`config.mk`:
```
export PLATFORM = sky130hd
export DESIGN_NAME = sseg_scan_driver
export DESIGN_NICKNAME = d
export VERILOG_FILES = /design/src/rtl/sseg_scan_driver.sv
export SDC_FILE = /design/constraint.sdc
export NUM_CORES = 1
export LEC_CHECK = 0
export BUFFER_PORTS_ARGS = -buffer_cell sky130_fd_sc_hd__buf_2
export CAP_MARGIN = 30
export CORE_MARGIN = 5
export CORE_UTILIZATION = 50
export DETAILED_ROUTE_END_ITERATION = 8
export PLACE_DENSITY = 0.87
export RECOVER_POWER = 50
export SYNTH_ARGS = -nofsm -noshare
export SYNTH_HDL_FRONTEND = slang
export SYNTH_SLANG_ARGS = --single-unit
export TNS_END_PERCENT = 1
```
`constraint.sdc`:
```
create_clock -name clk -period 2.97 [get_ports clk]
set_input_delay 0.594 -clock clk [delete_from_list [all_inputs] [get_ports clk]]
set_output_delay 0.594 -clock clk [all_outputs]
set_load 0.005 [all_outputs]
```
`src/rtl/sseg_scan_driver.sv`:
```
// Time-multiplexed common-anode seven-segment scanner.
// One digit per slot, with a one-cycle blank gap at each slot end.
module sseg_scan_driver #(
  parameter int N_DIGITS    = 8,
  parameter int REFRESH_DIV = 100000
) (
  input  logic                    clk,
  input  logic                    reset,
  input  logic [4*N_DIGITS-1:0]   hex_in,
  input  logic [N_DIGITS-1:0]     dp_in,
  input  logic [N_DIGITS-1:0]     en_in,
  output logic [6:0]              F,
  output logic [N_DIGITS-1:0]     AN,
  output logic                    DP
);

  localparam int CW = $clog2(REFRESH_DIV);
  localparam int IW = (N_DIGITS > 1) ? $clog2(N_DIGITS) : 1;
  localparam logic [CW-1:0] DIV_LAST = CW'(REFRESH_DIV - 1);
  localparam logic [IW-1:0] IDX_LAST = IW'(N_DIGITS - 1);

  logic [CW-1:0]       div_cnt;
  logic [IW-1:0]       digit_idx;
  logic                terminal;
  logic [3:0]          nib;
  logic [6:0]          seg;
  logic [N_DIGITS-1:0] one_cold;

  function automatic logic [6:0] seg_decode(input logic [3:0] v);
    logic [6:0] s;
    s = 7'h7F;
    unique case (v)
      4'h0: s = 7'h40;
      4'h1: s = 7'h79;
      4'h2: s = 7'h24;
      4'h3: s = 7'h30;
      4'h4: s = 7'h19;
      4'h5: s = 7'h12;
      4'h6: s = 7'h02;
      4'h7: s = 7'h78;
      4'h8: s = 7'h00;
      4'h9: s = 7'h10;
      4'hA: s = 7'h08;
      4'hB: s = 7'h03;
      4'hC: s = 7'h46;
      4'hD: s = 7'h21;
      4'hE: s = 7'h06;
      4'hF: s = 7'h0E;
    endcase
    return s;
  endfunction

  always_comb begin
    terminal = (div_cnt == DIV_LAST);
    nib      = hex_in[4*digit_idx +: 4];
    seg      = seg_decode(nib);
    one_cold = ~(N_DIGITS'(1) << digit_idx);
  end

  // Terminal cycle blanks everything so no anode overlaps a stale pattern.
  always_ff @(posedge clk) begin
    if (reset) begin
      div_cnt   <= '0;
      digit_idx <= '0;
      AN        <= '1;
      F         <= 7'h7F;
      DP        <= 1'b1;
    end else if (terminal) begin
      div_cnt   <= '0;
      digit_idx <= (digit_idx == IDX_LAST) ? '0 : digit_idx + 1'b1;
      AN        <= '1;
      F         <= 7'h7F;
      DP        <= 1'b1;
    end else begin
      div_cnt   <= div_cnt + 1'b1;
      AN        <= en_in[digit_idx] ? one_cold : '1;
      F         <= seg;
      DP        <= ~dp_in[digit_idx];
    end
  end

endmodule

```
Yosys cells after proc, flatten, opt, wreduce, memory -nomap -nowiden
Memories as Yosys holds them, arrays and structs flattened. A register that Yosys moved wholly into a read port is not among the register bits.
Index checks and enable logic that the tools add are counted.
- bits in registers: 29
- memory bits (read-only): 112
- input port bits: 50
- output and inout bits: 16
- logic and storage cells: 22
- memories kept: 1
- memories (memory ; words ; bits a word ; read ports ; clocked after memory_dff ; write ports ; line ; text):
    (name not given) ; 16 ; 7 ; 1 ; 1 ; 0 ; 32 ; unique case (v)
- add/subtract/negate cells: 2
- $lt $le $gt $ge: 1
- eq/ne operators: 2
- shift-type cells: 2
- multiplexer cells: 5
- bitwise logic cells: 3
- reduce and logical (&&, ||, !) cells: 2
- operators with widths (kind ; number):
    $shiftx A32 B6 Y4 ; 1
    $add A17 B1 Y17 const B ; 1
    $eq A17 B17 Y1 const B ; 1
    $not A8 Y8 ; 1
    $shl A1 B3 Y8 const A ; 1
    $bmux W1 S3 ; 2
    $lt A3 B4 Y1 const B ; 1
    $add A3 B1 Y3 const B ; 1
    $eq A3 B3 Y1 const B ; 1
    $mux W3 ; 1
    $reduce_or A3 Y1 ; 1
    $mux W1 ; 2
    $not A1 Y1 ; 2
    $reduce_or A2 Y1 ; 1

Depth between registers and ports, before layout
Gate-level depths: netlist of the first run.
- depth in word-level cells: 4
- mapped depth: 10
- mapped depth without buffers: 8

Worst setup path after synthesis of the first run
Ideal clock, no wire load.
- path type: input to register
- start: in hex_in[4]
- end: reg F[1]
- library setup time: 0.122 ns
- arrival: 2.228 ns
- required time: 2.848 ns
- slack: 0.620 ns
- cell stages on the path: 6
- buffers on the path: 0
- cells stage by stage: mux4_1 > mux2i_1 > ha_1 > mux2i_1 > nor2_1 > a311o_1
- cells in the longest elaborated chain, start to end: 1
- RTL lines (what ; line ; text):
    start: declaration ; 9 ; input logic [4*N_DIGITS-1:0] hex_in,
    $shiftx A32 B6 Y4 ; 55 ; nib = hex_in[4*digit_idx +: 4];
    end: declaration ; 12 ; output logic [6:0] F,
Every way passes these cells.
A chain may end at the register's enable or synchronous reset.

Worst setup path after layout of the first run
- start: reg digit_idx[0]
- end: reg F[1]
- cells in the longest elaborated chain, start to end: 1
- RTL lines (what ; line ; text):
    start: declaration ; 23 ; logic [IW-1:0] digit_idx;
    start signal: assignment ; 70 ; digit_idx <= (digit_idx == IDX_LAST) ? '0 : digit_idx + 1'b1;
    $shiftx A32 B6 Y4 ; 55 ;
Every way passes these cells.

==> results.py, run 1 <==
metrics = {
    "timing": {
        "tightestPinTransition_ps": 689,
        "setup_slack_ps": 396,
        "fmax_mhz": 389,
        "setup-tns-final_ps": 0,
        "min_period_over_period": 0.867,
        "slew_headroom": 0.541,
        "holdWs_ps": 478,
        "finalSetupViolCount": 0,
        "rsz0062_at_grt": "false",
        "post-route-min-period_ps": 2570,
        "fin_skew_ps": 6.27,
        "slew_violations": 0,
        "hold_viol_final": 0,
    },
    "grt": {
        "gr-total-overflow": 0,
        "track_usage": 0.181,
        "grt_pass1_vias": 1755,
        "grt_max_degree": 19,
        "grt_first_pass_wirelength_um": 7490,
        "grt_antenna_before_repair": 0,
    },
    "clocking": {
        "cts_sinks": 36,
        "cts_tree": "done",
        "root_buffer": "clkbuf_8",
        "clockBufferDepth": 2,
        "clk_latency_ps": 290,
        "cts-hold-fix-buffers": 0,
        "h-tree-depth": 2,
        "cts_buffers": 5,
        "ctsResizeCount": 0,
        "post_cts_buffers": 0,
        "path_clk_slew_ps": 70,
    },
    "logic_synthesis": {
        "synth-seq-area-share": 0.361,
        "synth_area_leaders": "dfxtp_1 (36%), mux4_2 (9.0%), ha_1 (8.1%)",
        "yosys.area.top_type": "dfxtp_1",
        "synth_cell_type_count": 47,
        "synth_warnings": 0,
        "synth_flop_cell": "dfxtp_1",
        "syn_avg_cell_area_um2": 9.79,
        "synth_top_area_frac": 0.361,
        "async_flop_share": 0,
        "synth_edf_count": 0,
        "syn_nets": 267,
        "syn_area_um2": 2000,
        "syn_inst": 204,
        "synth_seq_cells": 36,
    },
    "placement": {
        "dpl-instance-area_um2": 2370,
        "hpwlAfterDp_um": 3470,
        "gp_congestion": 0.809,
        "dp_slack_ps": 430,
        "dp_cells": 315,
        "portBuffers": 65,
    },
    "critical_path": {
        "crit_path_max_fanout": 10,
        "path_delay_family": "multiplexers",
        "crit_chain": "buf_4, mux4_2, nand2_1, nand2_1, inv_1, ha_1, mux2i_1, nor2_1, a311o_1",
        "crit_buf_inv": 2,
        "start_kind": "register",
        "required_ps": 3150,
        "critPathKind": "register to register",
        "path_depth": 9,
        "setup.worst_path.end_class": "register",
        "crit_slowest_cell": "dfxtp_1",
        "worst-r2r-cell-count": 9,
        "slowest_delay_ps": 600,
        "path_common_cell": "nand2_1",
        "crit_arrival_ps": 2750,
    },
    "cells_and_area": {
        "antenna_cells": 0,
        "stdcell_area_um2": 2450,
        "final_core_util": 0.622,
        "stdcell_count": 323,
        "area_delta_synth_final_pct": 22.7,
        "drive_above_1_share": 0.319,
        "num-nets-final": 335,
    },
    "power_and_ir_drop": {
        "p_leak_nw": 1.01,
        "total_power_mw": 0.967,
        "power.density_nw_per_um2": 395,
        "max-vdd-ir-drop_v": 0.000222,
    },
    "worst_hold_path": {
        "holdPathStages": 1,
        "hp-class": "register to register",
    },
    "routing": {
        "ant_nets": 0,
        "via_per_inst": 5.44,
        "drt_iter0_markers": 85,
        "dr.pass1.iters": 4,
        "drc": 0,
        "routedWlPerCell_um": 13.8,
        "drt_wl_total_um": 4460,
        "vias": 1758,
    },
    "die": {
        "initial_core_util": 0.507,
        "dieArea_um2": 5360,
        "rows": 23,
        "pin_count": 66,
        "die-width_um": 73.2,
        "core_um2": 3940,
        "fp.dieH_um": 73.2,
    },
    "run": {
        "max-cap-violations": 0,
    },
    "outcome": {
        "status": "finished clean",
    },
}
[final timing paths]
path / slack (ps) / from / end
hold reg to reg: 480 / div_cnt[0] / div_cnt[0]
hold / removal: 480 / div_cnt[0] / div_cnt[0]
setup / recovery: 400 / digit_idx[0] / F[1]
setup reg to reg: 400 / digit_idx[0] / F[1]
[worst reg2reg max path: stages (launching register included)]
cell and delay (ps):
dfxtp_1 600, buf_4 220, mux4_2 480, nand2_1 80
nand2_1 160, inv_1 160, ha_1 260, mux2i_1 140
nor2_1 50, a311o_1 310
[flip-flops by register name, indices dropped and copies added, names as in the netlist]
name       cells
div_cnt       17
AN             8
F              7
digit_idx      3
DP             1
[area by class of cell]
type	count	area, µm²
clock buffer	8	90.1
fill	310	1490
inverter	11	41.3
multi-input combinational	149	1190
sequential	36	721
tap	50	62.6
timing repair buffer	69	349
[report_power, final]
part           switching [mW]  internal [mW]
Sequential            0.00488          0.495
Clock                   0.168          0.189
Combinational          0.0510         0.0585
[cells in the mapped netlist, drive strengths merged (5+ instances only)]
cell	instances
a21oi	10
and3	5
buf	6
dfxtp	36
ha	13
inv	10
mux2i	7
mux4	10
nand2	26
nor2	17
o21ai	6
or3	7
xnor2	7
[metal layers]
layer / up-vias / part of all wire / global-route usage
li1: 859 / - / -
met1: 815 / 0.41 / 0.215
met2: 75 / 0.49 / 0.306
met3: 9 / 0.070 / 0.0523
met4: 0 / 0.021 / 0.0717
met5: - / 0 / 0
[layout by cell type, fill, tap and decap left out, types with 2 or more instances in the layout]
master / n
nor2_1: 17
mux2_2: 2
a21oi_1: 9
clkbuf_1: 7
nand2b_1: 2
nand2_1: 26
mux2i_1: 6
clkbuf_8: 6
nand4_1: 3
a211oi_1: 2
and2_0: 2
mux4_2: 8
xnor2_1: 7
and3_1: 5
inv_1: 9
xor2_1: 4
nor3_1: 4
or3_1: 6
ha_1: 13
dfxtp_1: 36
nor4bb_1: 2
nand3_1: 2
nor2b_1: 2
mux4_1: 2
o21ai_0: 5
o221ai_1: 3
buf_4: 4
buf_2: 60
[cells by family (layout without fill, tap and decap cells)]
family | count (synthesis) | count (layout) | share of synthesized area
AO/OA/AOI/OAI | 30 | 30 | 0.108
XOR/XNOR | 11 | 11 | 0.0482
adder cells (fa/ha/maj) | 13 | 13 | 0.0814
buffers and inverters | 19 | 88 | 0.0451
flip-flops | 36 | 36 | 0.361
multiplexers | 19 | 19 | 0.169
AND/OR/NAND/NOR | 76 | 76 | 0.188
Note: power is estimated with default switching activity, not from simulation.
==> run 2, diff against run 1 <==
--- a/config.mk
+++ b/config.mk
@@ -5,12 +5,13 @@
 export SDC_FILE = /design/constraint.sdc
 export NUM_CORES = 1
 export LEC_CHECK = 0
+export ABC_AREA = 1
 export BUFFER_PORTS_ARGS = -buffer_cell sky130_fd_sc_hd__buf_2
 export CAP_MARGIN = 30
 export CORE_MARGIN = 5
-export CORE_UTILIZATION = 50
+export CORE_UTILIZATION = 52
 export DETAILED_ROUTE_END_ITERATION = 8
-export PLACE_DENSITY = 0.87
+export PLACE_DENSITY = 0.88
 export RECOVER_POWER = 50
 export SYNTH_ARGS = -nofsm -noshare
 export SYNTH_HDL_FRONTEND = slang
==> run 2 against run 1 <==
Against the previous run: count of clock-buffer cells in the layout down 2; power decreased by 2.8%; final cell count up 43%; critical path depth is 1 higher; synthesized cell count is 72% higher; register-to-register slack better by 460 ps; die area grew 12%; largest power group unchanged; design area rose by 9.9%; non-clock buffer count decreased by 3; global-route usage up 0.28 points.
==> results.py, run 2 <==
metrics = {
    "clocking": {
        "post_cts_buffers": 0,
        "clockBufferDepth": 2,
        "cts_buffers": 5,
        "cts-hold-fix-buffers": 0,
        "cts_tree": "done",
        "path_clk_slew_ps": 70,
        "root_buffer": "clkbuf_8",
        "clk_latency_ps": 280,
        "ctsResizeCount": 0,
        "cts_sinks": 36,
        "h-tree-depth": 2,
    },
    "grt": {
        "grt_first_pass_wirelength_um": 9220,
        "gr-total-overflow": 0,
        "grt_pass1_vias": 2191,
        "grt_max_degree": 31,
        "track_usage": 0.184,
        "grt_antenna_before_repair": 0,
    },
    "logic_synthesis": {
        "yosysMostFrequentCell": "nand2_1",
        "synth_common_cells": "nand2_1 (82), nand3_1 (57), inv_1 (50)",
        "syn_area_um2": 2360,
        "synth_top_family_by_area": "simple AND/OR/NAND/NOR gates",
        "synth_compound_area_frac": 0.0684,
        "synth_warnings": 0,
        "synth_area_leaders": "dfxtp_1 (31%), nand2_1 (13%), nand3_1 (12%)",
        "yosys.area.top_type": "dfxtp_1",
        "syn_inst": 350,
        "synth_seq_cells": 36,
        "synth_mux_area_frac": 0,
        "synth_xor_area_frac": 0.0111,
        "synth_edf_count": 0,
        "yosys.area_share.adder": 0.0689,
        "syn_nets": 413,
        "synth-seq-area-share": 0.305,
        "synth_cell_type_count": 37,
        "syn_avg_cell_area_um2": 6.74,
        "synth_top_area_frac": 0.305,
        "synthSimpleGateAreaFrac": 0.405,
        "synth_flop_cell": "dfxtp_1",
        "async_flop_share": 0,
    },
    "critical_path": {
        "slowest_delay_ps": 620,
        "crit_slowest_cell": "dfxtp_1",
        "crit_path_max_fanout": 15,
        "start_kind": "register",
        "setup.worst_path.end_class": "register",
        "critPathKind": "register to register",
        "crit_chain": "inv_1, nand3_1, nand3_1, nand2_2, inv_1, ha_1, nand3_1, nand2_1, nand2_1, nand3_1",
        "crit_arrival_ps": 2270,
        "required_ps": 3130,
        "path_common_cell": "nand3_1",
    },
    "cells_and_area": {
        "antenna_cells": 0,
        "drive_above_1_share": 0.209,
        "regArea_um2": 721,
        "stdcell_area_um2": 2690,
        "fill_cells": 392,
        "largest-register": "div_cnt",
        "final_common_cell": "nand2_1",
        "stdcell_count": 463,
        "multi_input_area_um2": 1290,
        "reg_top3": "div_cnt: 17 flops, AN: 8 flops, F: 7 flops",
        "largest_register_ff_count": 17,
        "area_delta_synth_final_pct": 14.1,
        "final_cell_mix": "nand2_1 (83), buf_2 (59), nand3_1 (57)",
        "num-nets-final": 474,
    },
    "die": {
        "dieArea_um2": 5990,
        "rows": 24,
        "initial_core_util": 0.538,
        "pin_count": 66,
        "core_um2": 4380,
        "die-width_um": 77.4,
        "fp.dieH_um": 77.4,
    },
    "routing": {
        "drt_wl_total_um": 5430,
        "via_per_inst": 5.17,
        "ant_nets": 0,
        "dr.pass1.iters": 4,
        "routedWlPerCell_um": 11.7,
        "drt_iter0_markers": 110,
        "drc": 0,
        "vias": 2392,
    },
    "placement": {
        "dpl-instance-area_um2": 2640,
        "portBuffers": 65,
        "dp_cells": 456,
        "hpwlAfterDp_um": 4200,
        "gp_congestion": 0.926,
    },
    "timing": {
        "slew_violations": 0,
        "rsz0062_at_grt": "false",
        "finalSetupViolCount": 0,
        "tightestPinTransition_ps": 562,
        "fin_skew_ps": 5.65,
        "setup-tns-final_ps": 0,
        "min_period_over_period": 0.711,
        "fmax_mhz": 473,
        "hold_viol_final": 0,
        "post-route-min-period_ps": 2110,
        "slew_headroom": 0.624,
    },
    "run": {
        "max-cap-violations": 0,
    },
    "power_and_ir_drop": {
        "max-vdd-ir-drop_v": 0.000293,
        "power.density_nw_per_um2": 349,
        "p_leak_nw": 1.33,
        "total_power_mw": 0.941,
    },
    "outcome": {
        "status": "finished clean",
    },
    "worst_hold_path": {
        "hp-class": "register to register",
    },
}
==> run 2: cell count changes in the layout (fill, tap and decap cells not counted), sizes merged, moves of 10 or more <==
cell,delta
mux4,-10
nor2,+20
nand2,+63
nand3,+58
inv,+44
==> run 2: final timing paths <==
path,startpoint,to,slack [ps],cells past startpoint
hold reg to reg,div_cnt[0],div_cnt[0],460,1
setup reg to reg,digit_idx[1],F[6],860,10
setup / recovery,digit_idx[1],F[6],860,10
hold / removal,div_cnt[0],div_cnt[0],460,1
==> run 2: cell families after synthesis <==
kind of cell,after synthesis
simple gates,205
buf+inv,67
flops,36
compound gates,26
fa+ha+maj,13
xor+xnor,3
==> run 2: metal layers <==
layer | GRT usage | up-vias | routed length [µm]
met5 | 0 | - | 0
met4 | 0.0687 | 0 | 97
met3 | 0.0359 | 13 | 272
met2 | 0.311 | 72 | 2660
met1 | 0.232 | 1079 | 2390
li1 | - | 1228 | -
==> run 2: metrics by stage <==
stage               hold slack [ps]  setup slack [ps]  utilization
detailed placement              443               888        0.601
CTS                             458               866        0.619
global placement                430               927        0.601
global route                    464               612        0.614
finish                          455               857        0.614
floorplan                       417              1340            -
==> run 2: cell type report <==
cell class              instances  area share
clock inverters                 1     0.00186
clock buffers                   6      0.0270
repair buffers                 66       0.121
flip-flops and latches         36       0.268
multi-input cells             247       0.480
well taps                      52      0.0242
inverters                      55      0.0785
==> run 2: worst max-delay path: cells and delay by family (launching register included) <==
kind	cells	cell delay [ps]
simple gates	7	710
flops	1	620
buf+inv	2	440
fa+ha+maj	1	220
==> run 2: power by group <==
part           switching, mW  total [mW]  internal, mW
registers            0.00438       0.500         0.495
clock network          0.159       0.319         0.159
logic                 0.0657       0.122        0.0567
total                  0.229       0.941         0.711
